[config.mk]
export PLATFORM = sky130hd
export DESIGN_NAME = cpu_step_ctrl
export DESIGN_NICKNAME = d
export VERILOG_FILES = /design/src/rtl/cpu_step_ctrl.sv
export SDC_FILE = /design/constraint.sdc
export NUM_CORES = 1
export LEC_CHECK = 0
export BUFFER_PORTS_ARGS = -buffer_cell sky130_fd_sc_hd__buf_2
export CORE_MARGIN = 4
export CORE_UTILIZATION = 55
export CTS_CLUSTER_SIZE = 16
export DETAILED_ROUTE_END_ITERATION = 10
export GPL_ROUTABILITY_DRIVEN = 0
export HOLD_SLACK_MARGIN = 0.05
export PLACE_DENSITY = 0.74
export SLEW_MARGIN = 20
export SYNTH_ARGS = -nofsm -noshare
export SYNTH_HDL_FRONTEND = slang
export SYNTH_SLANG_ARGS = --single-unit
[constraint.sdc]
create_clock -name clk -period 6.9 [get_ports clk]
set_input_delay 1.38 -clock clk [delete_from_list [all_inputs] [get_ports clk]]
set_output_delay 1.38 -clock clk [all_outputs]
set_load 0.05 [all_outputs]
[src/rtl/cpu_step_ctrl.sv]
// CPU clock-enable generator: RUN switch and STEP button front end.
// Debounced inputs drive a run/step/halt FSM and an issued-cycle counter.
module cpu_step_ctrl #(
  parameter int unsigned DEBOUNCE_CYCLES = 1_000_000,
  parameter int unsigned RUN_DIV         = 3_125_000,
  parameter int unsigned CNT_W           = 32
) (
  input  logic             clk,
  input  logic             rst,
  input  logic             run_sw,
  input  logic             step_btn,
  input  logic             halt,
  output logic             cpu_clk_en,
  output logic [CNT_W-1:0] step_count,
  output logic [1:0]       state
);

  localparam int DBW = $clog2(DEBOUNCE_CYCLES);
  localparam int DVW = $clog2(RUN_DIV);
  localparam logic [DBW-1:0] DB_LAST =
    DBW'(DEBOUNCE_CYCLES - 1);
  localparam logic [DVW-1:0] DIV_LAST =
    DVW'(RUN_DIV - 1);

  typedef enum logic [1:0] {
    IDLE   = 2'd0,
    RUN    = 2'd1,
    STEP   = 2'd2,
    HALTED = 2'd3
  } state_e;

  // bit 0: run switch, bit 1: step button
  logic [1:0]          s1_q, s2_q;
  logic [1:0]          stable_q, stable_d;
  logic [1:0][DBW-1:0] cnt_q, cnt_d;
  logic                step_prev_q;
  logic [DVW-1:0]      div_q, div_d;
  logic [CNT_W-1:0]    count_q, count_d;
  state_e              state_q, state_d;

  logic run_stable;
  logic step_req;
  logic en;

  always_comb begin
    stable_d = stable_q;
    cnt_d    = '0;
    for (int i = 0; i < 2; i++) begin
      if (s2_q[i] != stable_q[i]) begin
        if (cnt_q[i] == DB_LAST) begin
          stable_d[i] = s2_q[i];
        end else begin
          cnt_d[i] = cnt_q[i] + 1'b1;
        end
      end
    end
  end

  assign run_stable = stable_q[0];
  assign step_req   = stable_q[1] & ~step_prev_q;

  always_comb begin
    state_d = state_q;
    div_d   = '0;
    if (halt) begin
      state_d = HALTED;
    end else begin
      case (state_q)
        IDLE: begin
          if (run_stable) begin
            state_d = RUN;
          end else if (step_req) begin
            state_d = STEP;
          end
        end
        RUN: begin
          if (!run_stable) begin
            state_d = IDLE;
          end else if (div_q != DIV_LAST) begin
            div_d = div_q + 1'b1;
          end
        end
        STEP:    state_d = IDLE;
        HALTED:  state_d = HALTED;
        default: state_d = IDLE;
      endcase
    end
  end

  assign en = ((state_q == STEP) |
               ((state_q == RUN) & (div_q == DIV_LAST)))
              & ~halt;

  assign count_d = count_q + CNT_W'(en);

  always_ff @(posedge clk or posedge rst) begin
    if (rst) begin
      s1_q        <= '0;
      s2_q        <= '0;
      stable_q    <= '0;
      cnt_q       <= '0;
      step_prev_q <= 1'b0;
      div_q       <= '0;
      count_q     <= '0;
      state_q     <= IDLE;
    end else begin
      s1_q        <= {step_btn, run_sw};
      s2_q        <= s1_q;
      stable_q    <= stable_d;
      cnt_q       <= cnt_d;
      step_prev_q <= stable_q[1];
      div_q       <= div_d;
      count_q     <= count_d;
      state_q     <= state_d;
    end
  end

  assign cpu_clk_en = en;
  assign step_count = count_q;
  assign state      = state_q;

endmodule

==> report_table.html <==
<table>
<tr><th>Metric</th><th>Value</th></tr>
<tr><th colspan="2">GRT</th></tr>
<tr><td>Overall routing resource usage</td><td>19.45%</td></tr>
<tr><td>Met2 demand-to-capacity share in global routing</td><td>30.58%</td></tr>
<tr><td>Met3 Use GR</td><td>6.129%</td></tr>
<tr><td>Met1 Track Usage GR</td><td>26.44%</td></tr>
<tr><td>Global-route wire length before repair</td><td>between 15 and 20 mm</td></tr>
<tr><td>Antenna violations before repair</td><td>0</td></tr>
<tr><td>Maximum number of pins on one net before global-route repair</td><td>84</td></tr>
<tr><td>Global route hottest layer</td><td>met2</td></tr>
<tr><td>Residual overflow from global routing</td><td>0</td></tr>
<tr><td>Vias in the first global route</td><td>3509</td></tr>
<tr><th colspan="2">Hold path</th></tr>
<tr><td>Worst Hold Class</td><td>reg2reg</td></tr>
<tr><th colspan="2">Placed design</th></tr>
<tr><td>Placed cells</td><td>608</td></tr>
<tr><td>Setup WS pre-CTS</td><td>3.501 ns</td></tr>
<tr><td>DP Wirelength</td><td>roughly 6.3 mm</td></tr>
<tr><td>Number of buffer cells added on primary ports</td><td>39</td></tr>
<tr><th colspan="2">Setup path</th></tr>
<tr><td>Largest fanout on the critical path</td><td>6</td></tr>
<tr><td>Setup crit end kind</td><td>output pin</td></tr>
<tr><td>Critical path class</td><td>reg2out</td></tr>
<tr><td>Cell at the slowest stage of the critical path</td><td>or4_1</td></tr>
<tr><td>Crit path DAT</td><td>2.35 ns</td></tr>
<tr><td>Delay of the slowest cell on the worst path</td><td>0.55 ns</td></tr>
<tr><td>Kind of start point of the critical path</td><td>flop</td></tr>
<tr><td>Worst path required time</td><td>5.52 ns</td></tr>
<tr><td>Crit-path cells</td><td>or4_1 &gt; nor4_1 &gt; nand4b_1 &gt; a21oi_1 &gt; buf_2</td></tr>
<tr><th colspan="2">Clock tree</th></tr>
<tr><td>Root Buffer</td><td>clkbuf_8</td></tr>
<tr><td>Depth of the CTS H-tree</td><td>3</td></tr>
<tr><td>CTS clk-pin slew, worst paths</td><td>about 0.1 ns</td></tr>
<tr><td>Number of clock sinks seen by CTS</td><td>103</td></tr>
<tr><td>CTS tree</td><td>yes</td></tr>
<tr><td>Count of instances resized after the clock tree is built</td><td>0</td></tr>
<tr><td>Post-CTS Hold Fix Bufs</td><td>0</td></tr>
<tr><td>Insertion delay of the later-clocked pin in the worst-skew pair</td><td>~0.36 ns</td></tr>
<tr><td>Number of buffers created by CTS</td><td>9</td></tr>
<tr><td>Number of buffers inserted to repair setup after CTS</td><td>0</td></tr>
<tr><td>Number of buffers on the longest clock path</td><td>2</td></tr>
<tr><th colspan="2">Cells and area</th></tr>
<tr><td>Share of cells above drive strength 1</td><td>12.91%</td></tr>
<tr><td>Count of placed standard cells in the final layout, fillers left out</td><td>624</td></tr>
<tr><td>Final core area utilization</td><td>approximately 64%</td></tr>
<tr><td># diodes</td><td>0</td></tr>
<tr><td>Area used by multi-input combinational logic</td><td>2162 sq um</td></tr>
<tr><td>Fill count</td><td>678</td></tr>
<tr><td>Fin nets</td><td>524</td></tr>
<tr><td>Sequential cell area in the final layout</td><td>about 2600 sq um</td></tr>
<tr><td>Area growth from synthesis to final layout</td><td>11.16%</td></tr>
<tr><th colspan="2">Floorplan</th></tr>
<tr><td>Die boundary width</td><td>101.7 um</td></tr>
<tr><td>Initial cell density of the core</td><td>between 50% and 60%</td></tr>
<tr><td>Number of top-level pins</td><td>40</td></tr>
<tr><td>Number of placement rows</td><td>33</td></tr>
<tr><td>Floorplan die area</td><td>10350 sq um</td></tr>
<tr><td>Placeable core area</td><td>8382 sq um</td></tr>
<tr><td>Die span in y</td><td>101.7 um</td></tr>
<tr><th colspan="2">Timing</th></tr>
<tr><td>Unrepaired setup endpoints after global routing</td><td>no</td></tr>
<tr><td>Post-Route Skew</td><td>0.01116 ns</td></tr>
<tr><td>Final sum of negative setup slack</td><td>0 ns</td></tr>
<tr><td>Worst slew margin relative to its limit</td><td>between 50 and 60%</td></tr>
<tr><td>Achievable frequency</td><td>around 270 MHz</td></tr>
<tr><td>Final-report max-slew violation count</td><td>0</td></tr>
<tr><td>Measured slew at the worst slew-check pin</td><td>0.7394 ns</td></tr>
<tr><td>Number of hold-slack violations in the final timing report</td><td>0</td></tr>
<tr><td>Share of the clock period used by the worst path after layout</td><td>54.08%</td></tr>
<tr><td>Tmin final</td><td>between 3 and 4 ns</td></tr>
<tr><td>Final worst-path setup slack</td><td>roughly 3.2 ns</td></tr>
<tr><td>Smallest hold slack</td><td>0.3696 ns</td></tr>
<tr><td>Number of setup violations in the final report</td><td>0</td></tr>
<tr><th colspan="2">Logic synthesis</th></tr>
<tr><td>Post-synthesis cell area</td><td>4833 sq um</td></tr>
<tr><td>Sequential-to-total area share from yosys stat</td><td>53.33%</td></tr>
<tr><td>Yosys synthesis warning count</td><td>0</td></tr>
<tr><td>Number of storage elements in the synthesis netlist</td><td>103</td></tr>
<tr><td>Mean post-synth cell area</td><td>just over 10 sq um</td></tr>
<tr><td>Gate Count Post-Synth</td><td>473</td></tr>
<tr><td>Net Count, Synth</td><td>483</td></tr>
<tr><td>Unique cell type count in the Yosys netlist</td><td>32</td></tr>
<tr><th colspan="2">Detailed routing</th></tr>
<tr><td>Wire length per cell after detailed routing</td><td>14.75 um</td></tr>
<tr><td>Post-detailed-route DRC marker count</td><td>0</td></tr>
<tr><td>Via density</td><td>5.779</td></tr>
<tr><td>First-iteration detailed-routing DRC count</td><td>162</td></tr>
<tr><td>Total Wirelength</td><td>9.207 mm</td></tr>
<tr><td>Final antenna-violating net count</td><td>0</td></tr>
<tr><td>First-pass iteration count of the detailed router</td><td>4</td></tr>
<tr><td>Vias after detailed routing</td><td>3606</td></tr>
<tr><th colspan="2">Job</th></tr>
<tr><td>Max-cap violation count</td><td>0</td></tr>
<tr><th colspan="2">Power</th></tr>
<tr><td>Pwr dens</td><td>between 150 and 200 nW/um^2</td></tr>
<tr><td>Leakage Power</td><td>0.002316 uW</td></tr>
<tr><td>Worst IR Drop VDD</td><td>0.1217 mV</td></tr>
<tr><th colspan="2">Status</th></tr>
<tr><td>Status</td><td>complete, no violations</td></tr>
</table>
layout make-up:
cell class                      instances  area share (%)
Tap cell                              105           2.445
Inverter                               14           1.025
Clock inverter                          7           1.886
Clock buffer                            9           2.306
Timing Repair Buffer                   42           4.122
Sequential cell                       103           47.97
Multi-Input combinational cell        344           40.24
cell usage after synthesis, drive strengths merged:
cell    number  share of area [%]
a21o         1               0.16
a21oi       20                2.1
and2         2               0.26
and3         9                1.2
and4         8                1.4
buf          1               0.10
clkbuf      11               0.85
dfrtp      103                 53
ha           5                1.3
inv         14                1.1
mux2         2               0.47
nand2       29                2.3
nand2b       1               0.13
nand3       33                3.4
nand4       23                3.3
nand4b       4               0.72
nor2        52                4.0
nor3        14                1.4
nor3b        1               0.16
nor4        18                2.3
nor4b        2               0.36
nor4bb       1               0.21
o21ai       14                1.4
o31ai        8                1.2
or2          2               0.26
or3         11                1.4
or4         11                1.7
or4b         2               0.41
or4bb        1               0.23
xnor2       39                7.1
xor2        31                5.6
logic make-up after synthesis:
| logic type | count (synthesis) | synth area share [%] |
|---|---|---|
| compound gates | 43 | 4.919 |
| simple gates | 224 | 25.27 |
| fa+ha+maj | 5 | 1.294 |
| flops | 103 | 53.33 |
| xor+xnor | 70 | 12.68 |
| mux | 2 | 0.4659 |
| buf+inv | 26 | 2.045 |
state kept, by name, summed over array words and instances, names as in the netlist:
| register | cells |
|---|---|
| s2_q | 2 |
| cnt_q | 40 |
| div_q | 22 |
| state | 2 |
| stable_q | 2 |
| step_prev_q | 1 |
| s1_q | 2 |
| step_count | 32 |
stage by stage:
stage	instance area, sq um	total power, uW
floorplan	4833	641.2
global placement	5144	649.7
detailed placement	5144	650.2
CTS	5369	1076
global route	5373	1103
finish	5373	1058
cell usage in the layout, fill, tap and decap left out, drive strengths merged, types with 14 or more instances in the layout:
cell type and instances:
nand4 23, nand3 33, buf 42, nor4 18
nor3 14, nor2 52, xor2 31, a21oi 20
xnor2 39, inv 17, nand2 29, dfrtp 103
o21ai 14
metal layers:
layer  wire length [um]  vias to the layer above  part of all wire [%]
li1                   -                     1762                     -
met1               4336                     1766                    47
met2               4290                       61                    47
met3                450                       17                   4.9
met4                131                        0                   1.4
met5                  0                        -                     0
worst paths after layout:
kind	from	endpoint	slack (ns)	depth (start not counted)
min in group asynchronous	rst	step_count[19]	0.94	2
max	div_q[5]	cpu_clk_en	3.17	5
max in group asynchronous	rst	cnt_q[29]	4.95	3
min reg2reg	s1_q[1]	s2_q[1]	0.37	0
max reg2reg	div_q[5]	step_count[18]	3.51	10
min	s1_q[1]	s2_q[1]	0.37	0
report_power, final:
part | internal, uW | switching, uW | leakage, uW
Sequential | 607 | 4.69 | 0.00140
Combinational | 5.69 | 19.5 | 0.000802
Clock | 209 | 212 | 0.000112
worst max-delay path, delay by kind of cell, from the launching register on:
family                 cells  cell delay (ns)
buffers and inverters      1             0.30
flip-flops                 1             0.44
AND/OR/NAND/NOR            3             1.02
AO/OA/AOI/OAI              1             0.23
No activity file was read; power rests on OpenSTA's default activity.
